===== src/rtl/farm_car_detector.sv =====
// Farm-road car detector: synchronises and debounces the arrival/exit loops,
// keeps a saturating queue count and drives car_present. Optional hold-off: FARM_DET_HOLD_EN.

module farm_car_debounce #(
  parameter int DEBOUNCE = 3
) (
  input  logic clk,
  input  logic rst_n,
  input  logic s,
  output logic rise
);

  typedef enum logic [1:0] {LO_STABLE, CHK_HI, HI_STABLE, CHK_LO} deb_state_e;

  localparam logic [3:0] LIM = 4'(DEBOUNCE);

  deb_state_e state_q, state_d;
  logic [3:0] cnt_q, cnt_d;
  logic       rise_d;

  // NOTE: sequential state uses non-blocking assignments so every flop samples pre-edge values.
  always_ff @(posedge clk or negedge rst_n) begin
    if (!rst_n) begin
      state_q <= LO_STABLE;
      cnt_q   <= '0;
      rise    <= 1'b0;
    end else begin
      state_q <= state_d;
      cnt_q   <= cnt_d;
      rise    <= rise_d;
    end
  end

  // NOTE: every output of this block gets a default first, so no latch can be inferred.
  always_comb begin
    state_d = state_q;
    cnt_d   = cnt_q;
    rise_d  = 1'b0;
    unique case (state_q)
      LO_STABLE: begin
        if (s) begin
          if (LIM == 4'd1) begin
            state_d = HI_STABLE;
            cnt_d   = '0;
            rise_d  = 1'b1;
          end else begin
            state_d = CHK_HI;
            cnt_d   = 4'd1;
          end
        end
      end
      CHK_HI: begin
        if (!s) begin
          state_d = LO_STABLE;
          cnt_d   = '0;
        end else if (cnt_q + 4'd1 == LIM) begin
          state_d = HI_STABLE;
          cnt_d   = '0;
          rise_d  = 1'b1;
        end else begin
          cnt_d = cnt_q + 4'd1;
        end
      end
      HI_STABLE: begin
        if (!s) begin
          if (LIM == 4'd1) begin
            state_d = LO_STABLE;
            cnt_d   = '0;
          end else begin
            state_d = CHK_LO;
            cnt_d   = 4'd1;
          end
        end
      end
      CHK_LO: begin
        if (s) begin
          state_d = HI_STABLE;
          cnt_d   = '0;
        end else if (cnt_q + 4'd1 == LIM) begin
          state_d = LO_STABLE;
          cnt_d   = '0;
        end else begin
          cnt_d = cnt_q + 4'd1;
        end
      end
      default: begin
        state_d = LO_STABLE;
        cnt_d   = '0;
      end
    endcase
  end

endmodule

module farm_car_detector #(
  parameter int DEBOUNCE = 3,
  parameter int CNT_W    = 4,
  parameter int MAX_Q    = 15,
  parameter int HOLD_CYC = 8
) (
  input  logic             clk,
  input  logic             rst_n,
  input  logic             loop_raw,
  input  logic             exit_raw,
  input  logic             farm_light,
  output logic             car_present,
  output logic [CNT_W-1:0] queue_cnt,
  output logic             queue_full,
  output logic             overflow_err,
  output logic             exit_err
);

  localparam logic [CNT_W-1:0] MAX_Q_C = CNT_W'(MAX_Q);

  if (MAX_Q < 1 || MAX_Q > (2**CNT_W) - 1 || DEBOUNCE < 1 || DEBOUNCE > 15 || HOLD_CYC < 1)
  begin : g_bad_cfg
    $error("farm_car_detector: illegal parameter combination");
  end

  logic [1:0] loop_sync, exit_sync;
  logic       loop_rise, exit_rise;
  logic       arr, dep;

  always_ff @(posedge clk or negedge rst_n) begin
    if (!rst_n) begin
      loop_sync <= '0;
      exit_sync <= '0;
    end else begin
      loop_sync <= {loop_sync[0], loop_raw};
      exit_sync <= {exit_sync[0], exit_raw};
    end
  end

  farm_car_debounce #(.DEBOUNCE(DEBOUNCE)) u_loop_deb (
    .clk   (clk),
    .rst_n (rst_n),
    .s     (loop_sync[1]),
    .rise  (loop_rise)
  );

  farm_car_debounce #(.DEBOUNCE(DEBOUNCE)) u_exit_deb (
    .clk   (clk),
    .rst_n (rst_n),
    .s     (exit_sync[1]),
    .rise  (exit_rise)
  );

  // Exits only count while the farm light is green; otherwise they vanish silently.
  assign arr = loop_rise;
  assign dep = exit_rise & ~farm_light;

  logic [CNT_W-1:0] cnt_d;
  logic             ovf_d, exe_d;

  always_comb begin
    cnt_d = queue_cnt;
    ovf_d = overflow_err;
    exe_d = exit_err;
    unique case ({arr, dep})
      2'b10: begin
        if (queue_cnt < MAX_Q_C) cnt_d = queue_cnt + 1'b1;
        else                     ovf_d = 1'b1;
      end
      2'b01: begin
        if (queue_cnt != '0) cnt_d = queue_cnt - 1'b1;
        else                 exe_d = 1'b1;
      end
      default: ;
    endcase
  end

  always_ff @(posedge clk or negedge rst_n) begin
    if (!rst_n) begin
      queue_cnt    <= '0;
      queue_full   <= 1'b0;
      overflow_err <= 1'b0;
      exit_err     <= 1'b0;
    end else begin
      queue_cnt    <= cnt_d;
      queue_full   <= (cnt_d == MAX_Q_C);
      overflow_err <= ovf_d;
      exit_err     <= exe_d;
    end
  end

`ifdef FARM_DET_HOLD_EN
  localparam int HOLD_W = $clog2(HOLD_CYC + 1);

  logic [HOLD_W-1:0] hold_q;

  // Hold starts on the edge the queue empties; any new car cancels it.
  always_ff @(posedge clk or negedge rst_n) begin
    if (!rst_n) begin
      hold_q      <= '0;
      car_present <= 1'b0;
    end else if (cnt_d != '0) begin
      hold_q      <= '0;
      car_present <= 1'b1;
    end else if (queue_cnt != '0) begin
      hold_q      <= HOLD_W'(HOLD_CYC);
      car_present <= 1'b1;
    end else if (hold_q != '0) begin
      hold_q      <= hold_q - 1'b1;
      car_present <= (hold_q != HOLD_W'(1));
    end else begin
      car_present <= 1'b0;
    end
  end
`else
  always_ff @(posedge clk or negedge rst_n) begin
    if (!rst_n) car_present <= 1'b0;
    else        car_present <= (cnt_d != '0);
  end
`endif

endmodule


===== config.mk =====
export PLATFORM = sky130hd
export DESIGN_NAME = farm_car_detector
export DESIGN_NICKNAME = d
export VERILOG_FILES = /design/src/rtl/farm_car_detector.sv
export SDC_FILE = /design/constraint.sdc
export NUM_CORES = 1
export LEC_CHECK = 0
export ABC_AREA = 1
export BUFFER_PORTS_ARGS = -buffer_cell sky130_fd_sc_hd__buf_2
export CAP_MARGIN = 10
export CORE_MARGIN = 10
export CORE_UTILIZATION = 57
export DETAILED_ROUTE_END_ITERATION = 7
export PLACE_DENSITY = 0.73
export SLEW_MARGIN = 20
export SYNTH_ARGS = -nofsm -noshare
export SYNTH_HDL_FRONTEND = slang
export SYNTH_SLANG_ARGS = --single-unit
export TNS_END_PERCENT = 5

===== constraint.sdc =====
create_clock -name clk -period 1.8 [get_ports clk]
set_input_delay 0.36 -clock clk [delete_from_list [all_inputs] [get_ports clk]]
set_output_delay 0.36 -clock clk [all_outputs]
set_load 0.01 [all_outputs]

### Yosys cells after proc, flatten, opt, wreduce, memory -nomap -nowiden

Cells that the tools add are included.

| storage, ports and cells | value |
|---|---|
| output and inout bits | 8 |
| register bits after elaboration | 26 |
| logic and storage cells | 86 |

| operators by class | value |
|---|---|
| bitwise operators | 4 |
| reduce and logical (&&, ||, !) cells | 10 |
| magnitude comparators | 1 |
| muxes and demuxes | 35 |
| $add $sub $neg | 4 |
| eq/ne operators | 19 |

Operators by type and width:

| operator | count |
|---|---|
| 4-bit two-way mux | 12 |
| 4-bit one-hot mux with 4 select lines | 2 |
| 2-bit two-way mux | 12 |
| 2-bit one-hot mux with 4 select lines | 2 |
| 4-bit by 1-bit adder with 4-bit output, second input constant | 3 |
| 3-bit by 2-bit != test with 1-bit output, second input constant | 4 |
| 2-bit equality test, second input constant | 5 |
| 4-bit by 2-bit equality test with 1-bit output, second input constant | 2 |
| 2-bit != test, second input constant | 4 |
| 4-bit one-hot mux with 2 select lines | 1 |
| 2-bit AND reduction | 4 |
| 4-bit AND reduction | 2 |
| 4-bit nonzero test | 2 |
| 2-bit by 1-bit equality test with 1-bit output, second input constant | 3 |
| 1-bit two-way mux | 6 |
| 4-bit equality test, second input constant | 1 |
| 2-bit zero test | 2 |
| 4-bit < comparator, second input constant | 1 |
| 4-bit by 1-bit subtractor with 4-bit output, second input constant | 1 |
| 1-bit NOT | 3 |
| 1-bit bitwise AND | 1 |

### Depth between registers and ports, before layout

| depth | value |
|---|---|
| word-level depth | 5 |
| depth in mapped cells | 11 |
| depth with buffers taken out | 11 |

### Hierarchy

Synthesis repeated with hierarchy kept, for this count alone.

| unflattened totals | value |
|---|---|
| cells, all modules | 173 |
| area total of the unflattened synthesis | 1411.4 um^2 |

By module, submodules not included:

| module | area an instance (um^2) | sequential area each (um^2) | cells an instance | times used |
|---|---|---|---|---|
| farm_car_debounce | 375.4 | 175.2 | 44 | 2 |
| farm_car_detector | 660.6 | 300.3 | 85 | 1 |

### Least setup slack after synthesis

Ideal clock, no wire load.

| timing path | value |
|---|---|
| path kind | register to register |
| from | register queue_cnt[0] |
| to | register car_present |
| setup time | 0.125 ns |
| arrival | 1.301 ns |
| path buffers | 0 |
| data required time | 1.675 ns |
| clock period less this slack | 1.427 ns |
| path slack | 0.373 ns |
| stages on the path, launching flop included | 12 |
| cell sequence | dfrtp_1 -> inv_1 -> ha_1 -> inv_1 -> nand2_1 -> nand2_1 -> nand3_1 -> nand2_1 -> nand2_2 -> nand2_4 -> nor2_1 -> nand3_1 |

| between the ends | value |
|---|---|
| word-level cells in the longest chain between the ends | 4 |
| elaborated cells on any way between the ends | 8 |
| those cells by class | 2 x add/sub; 1 x order compare; 3 x mux; 2 x reduce/logical |

RTL lines:

| item | RTL line | text |
|---|---|---|
| start, declared | 107 | `output logic [CNT_W-1:0] queue_cnt,` |
| start signal, assigned | 179 | `queue_cnt <= cnt_d;` |
| 4-bit by 1-bit subtractor with 4-bit output, or another cell as far along | 165 | `if (queue_cnt != '0) cnt_d = queue_cnt - 1'b1;` |
| 4-bit two-way mux, on equally long branches | 165, 161 |  |
| 4-bit one-hot mux with 2 select lines * | 159 | `unique case ({arr, dep})` |
| named net cnt_d[2] | 152 | `logic [CNT_W-1:0] cnt_d;` |
| 4-bit nonzero test * | 212 | `else car_present <= (cnt_d != '0);` |
| end signal, assigned | 212 |  |
| end, declared | 106 | `output logic car_present,` |

The timed path passes the listed nets; every way through them passes the cells marked *.
A chain may end at the register's enable or synchronous reset.

### Worst setup path in the final report

Same ends and word-level chain as after synthesis.

==> flow_summary.ini <==
[cts]
postCtsSetupRepairBufs = 0
clk_path_buf_depth = 2
clockRootBuffer = clkbuf_4
cts_tree = yes
clock_latency_ps = 320
cts.sinks = 26
ctsHoldBuffers = 0
cts_made_buffers = 3
htreeDepth = 1
clk_pin_slew_worst_paths_ps = 130
cts_resized = 0

[placement]
globalplace.congestion = 0.7649
place_inst = 198
io_buffer_count = 12
pre_cts_slack_ps = 210.8
hpwl_um = 1830

[synth]
synth_fp_nets = 172
synth_area_per_cell_um2 = 8.562
synth_area_um2 = 1361
netlist_top_cells_area = dfrtp_1 (48%), nand2_1 (10%), ha_1 (7.4%)
synth_largest_area_cell = dfrtp_1
ys_seq_area_share_pct = 47.79
synth.distinct_cells = 26
ys_warn_count = 0
netlist_instances = 159
ys_ff_latch = 26
synth_top_area_share_pct = 47.79

[setup_path]
cpPeakStageDelay_ps = 460
worst_setup_path_start_kind = flip-flop
cp-end-kind = flip-flop
cp.required_ps = 2020
worstSetupPathType = reg -> reg
crit_slowest_cell = dfrtp_1
crit_chain = inv_1 > ha_1 > inv_1 > nand2_1 > nand2_1 > nand3_1 > nand2_1 > nand2_2 > nand2_4 > nor2_1 > nand3_1
crit_top_cell = nand2_1
crit_path_max_fanout = 5
worst_ep_arrival_time_ps = 1790

[pwr]
p_per_area_nw_per_um2 = 1216
p_leak_nw = 0.7695
power_mw = 1.785
vdd_drop_max_v = 0.0007463

[drt]
detail-route-antenna-nets = 0
wl_met3_um = 107
drt_iter0_markers = 80
vias = 1021
dr.max_layer_used = met4
dr_wl_met2_um = 1116
wl_met1_um = 1070
wl_per_cell_um = 11.55
drcViolationCount = 0
vias_per_cell = 5.080
drtPass1Iterations = 4
drt-total-wl_um = 2322

[timing]
fin_skew_ps = 6.772
layout_min_cycle_time_ps = 1575
report.final.slew_viol_count = 0
rsz0062_at_grt = false
layout_setup_ws_ps = 224.6
tightest_slew_ps = 548.5
setup_tns_ps = 0
finalSetupViolations = 0
timing.final.crit_share_pct = 87.52
hold_violations = 0
max-slew-margin-rel_pct = 63.43
fmax_mhz = 634.7

[final_layout]
drive_above_1_share_pct = 16.76
nets = 188
final_cells = 201
final_common_cell = nand2_1
layout_common_cells = nand2_1 (37), dfrtp_1 (26), inv_1 (24)
diodes = 0
final_util_pct = 65.71
syn2layout_area_growth_pct = 7.813

[floorplan]
start_util_pct = 60.95
die_x_um = 68.87
core-area_um2 = 2233
die_area_um2 = 4743
ios = 13
die_y_um = 68.87
rows = 17

[grt]
overflow = 0
grt_usage_pct = 10.81
grt_pass1_vias = 969
antenna_found_initial = 0
grt_pass1_wl_um = 4015
grt_max_degree = 27

[run_status]
status = finished, final reports clean

[worst_hold_path]
min_path_type = in -> async

[run]
maxCapViolations = 0
area by class of cell:
type	instances	area, µm²
Clock buffer	3	22.52
Fill cell	193	765.7
Inverter	26	97.59
Multi-Input combinational cell	106	601.8
Sequential cell	26	650.6
Tap cell	28	35.03
Timing Repair Buffer	12	60.06
stage by stage:
| step | hold WS, ps | cell area (µm²) |
|---|---|---|
| global route | 36.87 | 1468 |
| global placement | 332.8 | 1445 |
| detailed placement | 340.3 | 1445 |
| floorplan | 64.41 | 1361 |
| finish | 10.27 | 1468 |
| CTS | 23.38 | 1468 |
critical path: cells and delay by family, from the launching register on:
| kind | cells | cell delay, ps |
|---|---|---|
| and+or+nand+nor | 8 | 510 |
| DFF | 1 | 460 |
| buffers and inverters | 2 | 210 |
| adders and majority gates | 1 | 280 |
per-layer routing:
metal | GRT usage, % | vias to the layer above
met4 | 4.187 | 0
met1 | 13.24 | 471
met3 | 2.576 | 5
met5 | 0 | -
li1 | - | 527
met2 | 17.92 | 18
state kept, by name, indices dropped and copies added, names as in the netlist, named ones only:
name / flops
queue_full: 1
u_exit_deb.state_q: 1
u_loop_deb.rise: 1
car_present: 1
loop_sync: 2
overflow_err: 1
u_loop_deb.cnt_q: 4
exit_err: 1
u_exit_deb.rise: 1
u_loop_deb.state_q: 1
u_exit_deb.cnt_q: 4
queue_cnt: 4
exit_sync: 2
final timing paths:
| path | slack [ps] | end | start | cells past startpoint |
|---|---|---|---|---|
| worst max-delay path | 220 | car_present | queue_cnt[0] | 11 |
| worst min-delay path | 10 | u_loop_deb.rise | rst_n | 1 |
| worst max register to register | 220 | car_present | queue_cnt[0] | 11 |
| worst min register to register | 370 | exit_sync[1] | exit_sync[0] | 0 |
| max in group asynchronous | 1430 | u_exit_deb.cnt_q[0] | rst_n | 1 |
| min in group clk | 150 | loop_sync[0] | loop_raw | 1 |
Yosys cell counts (all sizes together):
master  number
a22o         1
o21ai        7
inv         26
nand4        2
buf          1
a21boi       1
or2          1
ha           8
a21oi        2
xnor2        2
a22oi        1
nand3       18
xor2         3
dfrtp       26
nand2       44
o31ai        1
nor2        13
nor3         2
cells by family after synthesis:
logic type	share of synthesized area (%)
AND/OR/NAND/NOR	28.03
buffers and inverters	7.997
XOR/XNOR	3.217
adder cells (fa/ha/maj)	7.353
flip-flops	47.79
AO/OA/AOI/OAI	5.607
power breakdown:
group | internal, mW | switching, mW | leakage, nW
Sequential | 0.719 | 0.158 | 0.322
Clock | 0.0783 | 0.161 | 0.0138
Combinational | 0.254 | 0.415 | 0.434
Total | 1.05 | 0.734 | 0.769
Note: power is estimated with default switching activity, not from simulation.
